File: src/rtl/nor3_stim_monitor.sv
// Stimulus/monitor stage for a NOR3X0 cell: drives IN1..IN3 with a selectable pattern, checks QN
// one cycle later against ideal NOR, counts mismatches and QN toggles.
// Optional first-failure capture is built when NOR3_FAIL_LOG_EN is defined.
module nor3_stim_monitor #(
  parameter int unsigned CNT_W = 16
) (
  input  logic             CLK,
  input  logic             RSTB,
  input  logic             START,
  input  logic [1:0]       MODE,
  input  logic [CNT_W-1:0] NUM_VEC,
  output logic             IN1,
  output logic             IN2,
  output logic             IN3,
  input  logic             QN,
  output logic             BUSY,
  output logic             DONE,
  output logic [CNT_W-1:0] ERR_CNT,
  output logic [CNT_W-1:0] TOG_CNT,
  output logic [2:0]       FAIL_VEC,
  output logic [CNT_W-1:0] FAIL_IDX
);

  localparam logic [CNT_W-1:0] CntOne = {{(CNT_W-1){1'b0}}, 1'b1};
  localparam logic [2:0]       LfsrSeed = 3'b001;

  typedef enum logic {StIdle, StRun} state_e;

  state_e           state_q, state_d;
  logic [1:0]       mode_q, mode_d;
  logic [CNT_W-1:0] num_q, num_d;
  logic [CNT_W-1:0] idx_q, idx_d;
  logic [2:0]       ctr_q, ctr_d;
  logic [2:0]       lfsr_q, lfsr_d;
  logic [2:0]       vec_q, vec_d;
  logic             exp_q, exp_d;
  logic             qn_prev_q, qn_prev_d;
  logic             busy_q, busy_d;
  logic             done_q, done_d;
  logic [CNT_W-1:0] err_q, err_d;
  logic [CNT_W-1:0] tog_q, tog_d;

  logic             mism;
  logic             start_ok;
  logic             last_vec;
  logic [2:0]       ctr_nxt;
  logic [2:0]       lfsr_nxt;

  // Vector for a given pattern position; ctr drives modes 0/1/3, the LFSR drives mode 2.
  function automatic logic [2:0] pat_vec(input logic [1:0] m, input logic [2:0] c,
                                         input logic [2:0] s);
    logic [2:0] v;
    v = 3'b000;
    unique case (m)
      2'd0: v = c;
      2'd1: v = c ^ (c >> 1);
      2'd2: v = s;
      2'd3: begin
        unique case (c)
          3'd1:    v = 3'b001;
          3'd3:    v = 3'b010;
          3'd5:    v = 3'b100;
          default: v = 3'b000;
        endcase
      end
      default: v = 3'b000;
    endcase
    return v;
  endfunction

  // X/Z on QN must count as a mismatch, hence the case-inequality.
  assign mism     = (QN !== exp_q);
  assign start_ok = (state_q == StIdle) && START && (NUM_VEC != '0);
  assign last_vec = (idx_q == num_q - CntOne);
  assign ctr_nxt  = ((mode_q == 2'd3) && (ctr_q == 3'd5)) ? 3'd0 : ctr_q + 3'd1;
  assign lfsr_nxt = {lfsr_q[1:0], lfsr_q[2] ^ lfsr_q[1]};

  always_comb begin
    state_d   = state_q;
    mode_d    = mode_q;
    num_d     = num_q;
    idx_d     = idx_q;
    ctr_d     = ctr_q;
    lfsr_d    = lfsr_q;
    vec_d     = vec_q;
    exp_d     = exp_q;
    qn_prev_d = qn_prev_q;
    busy_d    = busy_q;
    done_d    = done_q;
    err_d     = err_q;
    tog_d     = tog_q;

    unique case (state_q)
      StIdle: begin
        if (START) begin
          err_d = '0;
          tog_d = '0;
          if (NUM_VEC != '0) begin
            state_d = StRun;
            mode_d  = MODE;
            num_d   = NUM_VEC;
            idx_d   = '0;
            ctr_d   = 3'd0;
            lfsr_d  = LfsrSeed;
            vec_d   = pat_vec(MODE, 3'd0, LfsrSeed);
            exp_d   = ~|vec_d;
            busy_d  = 1'b1;
            done_d  = 1'b0;
          end else begin
            done_d = 1'b1;
          end
        end
      end
      StRun: begin
        if (mism && (err_q != '1)) begin
          err_d = err_q + CntOne;
        end
        // The first sample of a run has no predecessor to toggle from.
        if ((idx_q != '0) && (QN != qn_prev_q) && (tog_q != '1)) begin
          tog_d = tog_q + CntOne;
        end
        qn_prev_d = QN;
        if (last_vec) begin
          state_d = StIdle;
          busy_d  = 1'b0;
          done_d  = 1'b1;
          vec_d   = 3'b000;
        end else begin
          idx_d  = idx_q + CntOne;
          ctr_d  = ctr_nxt;
          lfsr_d = lfsr_nxt;
          vec_d  = pat_vec(mode_q, ctr_nxt, lfsr_nxt);
          exp_d  = ~|vec_d;
        end
      end
      default: state_d = StIdle;
    endcase
  end

  always_ff @(posedge CLK) begin
    if (!RSTB) begin
      state_q   <= StIdle;
      mode_q    <= 2'd0;
      num_q     <= '0;
      idx_q     <= '0;
      ctr_q     <= 3'd0;
      lfsr_q    <= LfsrSeed;
      vec_q     <= 3'b000;
      exp_q     <= 1'b0;
      qn_prev_q <= 1'b0;
      busy_q    <= 1'b0;
      done_q    <= 1'b0;
      err_q     <= '0;
      tog_q     <= '0;
    end else begin
      state_q   <= state_d;
      mode_q    <= mode_d;
      num_q     <= num_d;
      idx_q     <= idx_d;
      ctr_q     <= ctr_d;
      lfsr_q    <= lfsr_d;
      vec_q     <= vec_d;
      exp_q     <= exp_d;
      qn_prev_q <= qn_prev_d;
      busy_q    <= busy_d;
      done_q    <= done_d;
      err_q     <= err_d;
      tog_q     <= tog_d;
    end
  end

  assign IN1     = vec_q[0];
  assign IN2     = vec_q[1];
  assign IN3     = vec_q[2];
  assign BUSY    = busy_q;
  assign DONE    = done_q;
  assign ERR_CNT = err_q;
  assign TOG_CNT = tog_q;

`ifdef NOR3_FAIL_LOG_EN
  logic [2:0]       fail_vec_q, fail_vec_d;
  logic [CNT_W-1:0] fail_idx_q, fail_idx_d;

  always_comb begin
    fail_vec_d = fail_vec_q;
    fail_idx_d = fail_idx_q;
    if ((state_q == StIdle) && START) begin
      fail_vec_d = 3'b000;
      fail_idx_d = '0;
    end else if ((state_q == StRun) && mism && (err_q == '0)) begin
      // err_q is cleared at START, so zero here means this is the first mismatch.
      fail_vec_d = vec_q;
      fail_idx_d = idx_q;
    end
  end

  always_ff @(posedge CLK) begin
    if (!RSTB) begin
      fail_vec_q <= 3'b000;
      fail_idx_q <= '0;
    end else begin
      fail_vec_q <= fail_vec_d;
      fail_idx_q <= fail_idx_d;
    end
  end

  assign FAIL_VEC = fail_vec_q;
  assign FAIL_IDX = fail_idx_q;
`else
  assign FAIL_VEC = 3'b000;
  assign FAIL_IDX = '0;
`endif

  logic unused_start_ok;
  assign unused_start_ok = start_ok;

endmodule

File: config.mk
export PLATFORM = sky130hd
export DESIGN_NAME = nor3_stim_monitor
export DESIGN_NICKNAME = d
export VERILOG_FILES = /design/src/rtl/nor3_stim_monitor.sv
export SDC_FILE = /design/constraint.sdc
export NUM_CORES = 1
export LEC_CHECK = 0
export BUFFER_PORTS_ARGS = -buffer_cell sky130_fd_sc_hd__buf_2
export CORE_MARGIN = 1
export CORE_UTILIZATION = 48
export DETAILED_ROUTE_END_ITERATION = 8
export HOLD_SLACK_MARGIN = 0.02
export PLACE_DENSITY = 0.82
export SYNTH_ARGS = -nofsm -noshare
export SYNTH_HDL_FRONTEND = slang
export SYNTH_SLANG_ARGS = --single-unit
File: constraint.sdc
create_clock -name CLK -period 4.05 [get_ports CLK]
set_input_delay 0.81 -clock CLK [delete_from_list [all_inputs] [get_ports CLK]]
set_output_delay 0.81 -clock CLK [all_outputs]
set_load 0.02 [all_outputs]
Word-level counts from Yosys, hierarchy flattened. Cells that the tools add are included. Widths: inputs -> output; s select.

Equal/unequal tests: 21. Multiply operators: 0. Multiplexer cells: 46. Shifts and indexed selects: 0. Div/mod/pow operators: 0. Bitwise gates (word level): 3. Reductions and logical operators: 20. Magnitude comparators: 0. Add/sub/neg operators: 5.

Operators with widths (number): $mux 16 (6); $pmux 16 s2 (3); $add 16x1->16 const B (3); $mux 3 (15); $ne 16x16->1 const B (2); $reduce_bool 16->1 (2); $pmux 3 s2 (4); $eq 16x16->1 (1); $sub 16x1->16 const B (1); $mux 1 (12); $pmux 3 s4 (1); $pmux 3 s3 (1); $reduce_and 3->1 (3); $reduce_or 3->1 (3); $eq 2x2->1 const B (4); $ne 2x1->1 const B (4); $pmux 1 s2 (4); $reduce_and 2->1 (4); $eq 3x3->1 const B (2); $eq 2x1->1 const B (2); $logic_and 1x1->1 (4); $logic_not 2->1 (2); $ne 2x2->1 const B (2); $add 3x1->3 const B (1); 8 further kinds (9).

Bits in latches: 0. Input bits: 22. Output and inout port bits: 56. Register bits: 80. Bits in read-only memories: 0. Memories kept: 0. RAM bits: 0. Logic and storage cells: 108.

Longest topological paths before layout.
Depth in word-level cells: 12. Depth in mapped cells: 13. Gate-level depth less buffers: 10.

Least setup slack after synthesis. No wires, ideal clock.

Path type: reg-to-reg. Start point: reg num_q[0]. End point: reg idx_q[9]. Path buffers: 3. Data arrival time: 3060 ps. Path slack: 875 ps. Cell stages (with the launch flop): 14. Setup time: 115 ps. Data required time: 3935 ps. Clock period less this slack: 3175 ps. Cell sequence: dfxtp_1 clkbuf_1 inv_1 ha_1 clkbuf_1 or3b_2 nor2_1 mux2i_1 a31oi_1 or4_4 o31ai_4 buf_6 nor3_1 o21a_1.

Longest elaborated chain between the ends: 4.

RTL lines: start: declaration (line 31) `logic [CNT_W-1:0] num_q, num_d;`; start signal: assignment (line 158) `num_q <= num_d;`; $sub 16x1->16 (line 74) `assign last_vec = (idx_q == num_q - CntOne);`; $eq 16x16->1 (line 74); $ne 2x2->1 (no source line); $reduce_and 3->1 (no source line); end signal: assignment (line 159) `idx_q <= idx_d;`; end: declaration (line 32) `logic [CNT_W-1:0] idx_q, idx_d;`.

No other way between the ends. A chain may end at the register's enable or synchronous reset.

Worst setup path after layout.
Start point: reg num_q[0]. End point: reg idx_q[5].

The elaborated chain is that of the path after synthesis.

==> run_results.csv <==
group,metric,value,unit
timing,slew-limit-headroom,29.1,%
die,chipHeight,99.4,um
grt,grt_pass1_wl,18.2,mm
worst_setup_path,cp_max_fo,28,
timing,min_period_over_period,80.7,%
worst_setup_path,path_delay_family,"simple AND/OR/NAND/NOR gates",
yosys,synth-edff-count,0,
timing,tns,0,ps
yosys,synth.avg_cell_area,7.90,um^2
timing,setup_viol,0,
worst_setup_path,cp-start-kind,"flip-flop",
clock_tree,clockBufferDepth,2,
routing,wl_per_cell,14.9,um
grt,grt_use_total,22.7,%
timing,fmax,306,MHz
routing,vias,4252,
clock_tree,cts.htree.levels,3,
yosys,ys.flop_type,"dfxtp_1",
status,status,"finished clean",
worst_setup_path,critical-path-max-stage-delay,550,ps
die,die_area,9870,um^2
clock_tree,cts_buffers,9,
finish,multi_input_area,2640,um^2
pwr,ir_drop,0.000202,V
finish,diodes,0,
finish,seq_area,1600,um^2
die,coreArea,9200,um^2
worst_setup_path,cp.buffers_inverters,2,
die,die_w,99.4,um
yosys,netlist_instances,576,
place,place_congestion,0.843,
grt,grt_pass1_vias,3961,
routing,wl,11.0,mm
yosys,synth_cell_types,68,
routing,avgViaCountPerCell,5.79,
timing,rsz0062_at_grt,"false",
routing,drc,0,
worst_setup_path,rrSetupSlack,780,ps
pwr,pwr_density_cell,342,nW/um^2
yosys,ys_ff_latch,80,
min_path,hp-start,"exp_q$_SDFFE_PN0P_",
yosys,synth_async_sr_flop_share,0,%
clock_tree,root_buffer,"clkbuf_8",
yosys,yosysTopAreaCell,"dfxtp_1",
clock_tree,worstSkewPairLatency,360,ps
clock_tree,path_clk_slew,90,ps
min_path,holdCritPathClass,"reg2reg",
yosys,yosysWarnings,0,
worst_setup_path,r2r_end,"idx_q[5]$_SDFFE_PN0P_",
yosys,synthTopCellsByArea,"dfxtp_1 (35%), nand2_1 (5.9%), xor2_1 (5.2%)",
grt,antenna_found_initial,0,
clock_tree,cts_tree,"done",
finish,num-fill-cells,873,
yosys,syn_area,4550,um^2
min_path,worstHoldPathCells,2,
run,drv_cap,0,
worst_setup_path,crit_slowest_cell,"or4_4",
worst_setup_path,endpoint_kind,"flip-flop",
clock_tree,post-cts-setup-buffer-count,0,
place,pre_cts_ws,820,ps
timing,hold_viol_final,0,
worst_setup_path,worstSetupPathType,"reg2reg",
pwr,p_leak,1.95,nW
clock_tree,cts_hold_buf,0,
finish,fin_nets,650,
timing,skew,10.9,ps
yosys,yosysSeqAreaShare,35.2,%
routing,drtAntennaViolNets,0,
worst_setup_path,reg2reg_depth,11,
worst_setup_path,cp.arrival,3530,ps
timing,finalCriticalPeriod,3270,ps
yosys,synth_top_area_share,35.2,%
grt,grt_overflow,0,
place,dpl.hpwl,8.01,mm
min_path,whs_endpoint,"exp_q$_SDFFE_PN0P_",
worst_setup_path,crit_chain,"inv_1, ha_1, or3b_2, nor2_1, mux2i_1, a31oi_1, or4_4, o31ai_4, buf_4, nor3_1, o21a_1",
clock_tree,cts_resized,0,
routing,first_pass_iters,5,
timing,slew_violations,0,
die,io_pins,78,
worst_setup_path,rr_startpoint,"num_q[0]$_SDFFE_PN0P_",
timing,tightest_slew,1060,ps
finish,drive_above_1_share,15.4,%
finish,syn_to_final_growth,9.71,%
die,fp-row-count,35,
timing,setup_ws,781,ps
die,start_util,49.5,%
routing,drt_iter0_markers,265,
pwr,total_power,1.71,mW
worst_setup_path,cp_data_required_time,4310,ps
place,port_buffers,58,
clock_tree,cts.sinks,80,
grt,grt_max_degree,37,
finish,post-route-util,54.3,%
==> per-layer routing <==
metal | up-vias | global-route usage, % | wire length [um]
met3 | 15 | 4.57 | 569
met5 | - | 0 | 0
met1 | 2035 | 28.4 | 4810
li1 | 2063 | - | -
met2 | 139 | 39.2 | 5410
met4 | 0 | 7.24 | 167
==> state kept, by name, indices dropped and copies added (netlist names), 2 cells and up <==
name	flops
ERR_CNT	16
lfsr_q	3
num_q	16
vec_q	3
idx_q	16
TOG_CNT	16
ctr_q	3
mode_q	2
==> through the flow <==
| step | std cells | cell area [um^2] | hold slack (ps) |
|---|---|---|---|
| after floorplan | 594 | 4620 | 444 |
| after global placement | 719 | 4790 | 456 |
| after detailed placement | 719 | 4790 | 460 |
| after CTS | 735 | 4990 | 472 |
| after global routing | 735 | 4990 | 512 |
| final | 735 | 4990 | 470 |
==> power breakdown <==
part	internal, mW	total, mW	switching, mW
logic	0.0978	0.259	0.161
clock network	0.291	0.609	0.317
registers	0.808	0.841	0.0334
==> cells by family (layout without fill, tap and decap cells) <==
family | Yosys count | after routing | share of synthesized area [%]
adders and majority gates | 9 | 9 | 2.48
and+or+nand+nor | 253 | 253 | 28.3
muxes | 3 | 3 | 0.688
other | 1 | 19 | 0.0824
AOI/OAI and AO/OA | 109 | 109 | 15.8
buffers and inverters | 73 | 103 | 8.22
xor gates and xnor gates | 48 | 48 | 9.24
DFF | 80 | 80 | 35.2
==> placed cells by master (no fill, tap or decap), types with 3 or more instances in the layout <==
| master | n |
|---|---|
| a21oi_1 | 41 |
| a22oi_1 | 5 |
| a31oi_1 | 5 |
| a41o_1 | 3 |
| and2_1 | 4 |
| and3_1 | 8 |
| buf_2 | 58 |
| clkbuf_8 | 9 |
| clkinv_4 | 3 |
| conb_1 | 19 |
| dfxtp_1 | 80 |
| ha_1 | 9 |
| inv_1 | 26 |
| nand2_1 | 72 |
| nand2b_1 | 5 |
| nand3_1 | 18 |
| nand4_1 | 14 |
| nor2_1 | 62 |
| nor2b_1 | 4 |
| nor3_1 | 18 |
| nor3b_1 | 5 |
| nor4_1 | 9 |
| o21a_1 | 3 |
| o21ai_0 | 16 |
| o21ai_1 | 7 |
| o31ai_1 | 3 |
| o41ai_1 | 3 |
| or2_2 | 5 |
| or3_1 | 8 |
| or4_1 | 5 |
| or4b_2 | 3 |
| xnor2_1 | 21 |
| xor2_1 | 27 |
==> Yosys cell counts, types with 5 or more instances <==
library cell	n
a21oi_1	41
a22oi_1	5
a31oi_1	5
and3_1	8
buf_2	5
buf_4	19
clkbuf_1	19
dfxtp_1	80
ha_1	9
inv_1	26
nand2_1	72
nand2b_1	5
nand3_1	18
nand4_1	14
nor2_1	62
nor3_1	18
nor3b_1	5
nor4_1	9
o21ai_0	16
o21ai_1	7
or2_2	5
or3_1	8
or4_1	5
xnor2_1	21
xor2_1	27
==> worst max path at each step <==
stage | startpoint | endpoint | depth (start not counted) | slack (ps)
after global routing | num_q[0]$_SDFFE_PN0P_ | idx_q[12]$_SDFFE_PN0P_ | 11 | 590
after CTS | num_q[0]$_SDFFE_PN0P_ | idx_q[5]$_SDFFE_PN0P_ | 11 | 800
after global placement | num_q[0]$_SDFFE_PN0P_ | idx_q[5]$_SDFFE_PN0P_ | 11 | 940
after floorplan | num_q[0]$_SDFFE_PN0P_ | idx_q[9]$_SDFFE_PN0P_ | 13 | 880
final | num_q[0]$_SDFFE_PN0P_ | idx_q[5]$_SDFFE_PN0P_ | 11 | 780
after detailed placement | num_q[0]$_SDFFE_PN0P_ | idx_q[5]$_SDFFE_PN0P_ | 11 | 820
==> worst reg2reg max path, cell delays in order (launching register included) <==
cell and delay [ps]:
dfxtp_1 390, inv_1 90, ha_1 330, or3b_2 510
nor2_1 170, mux2i_1 210, a31oi_1 100, or4_4 550
o31ai_4 230, buf_4 310, nor3_1 100, o21a_1 170
==> cell type report <==
cell class | count | area share, %
clock buffers | 9 | 2.48
clock inverters | 7 | 1.58
inverters | 27 | 2.03
multi-input cells | 441 | 52.9
flip-flops and latches | 80 | 32.1
well taps | 111 | 2.78
repair buffers | 60 | 6.12
Power figures use the tool's default switching activity.
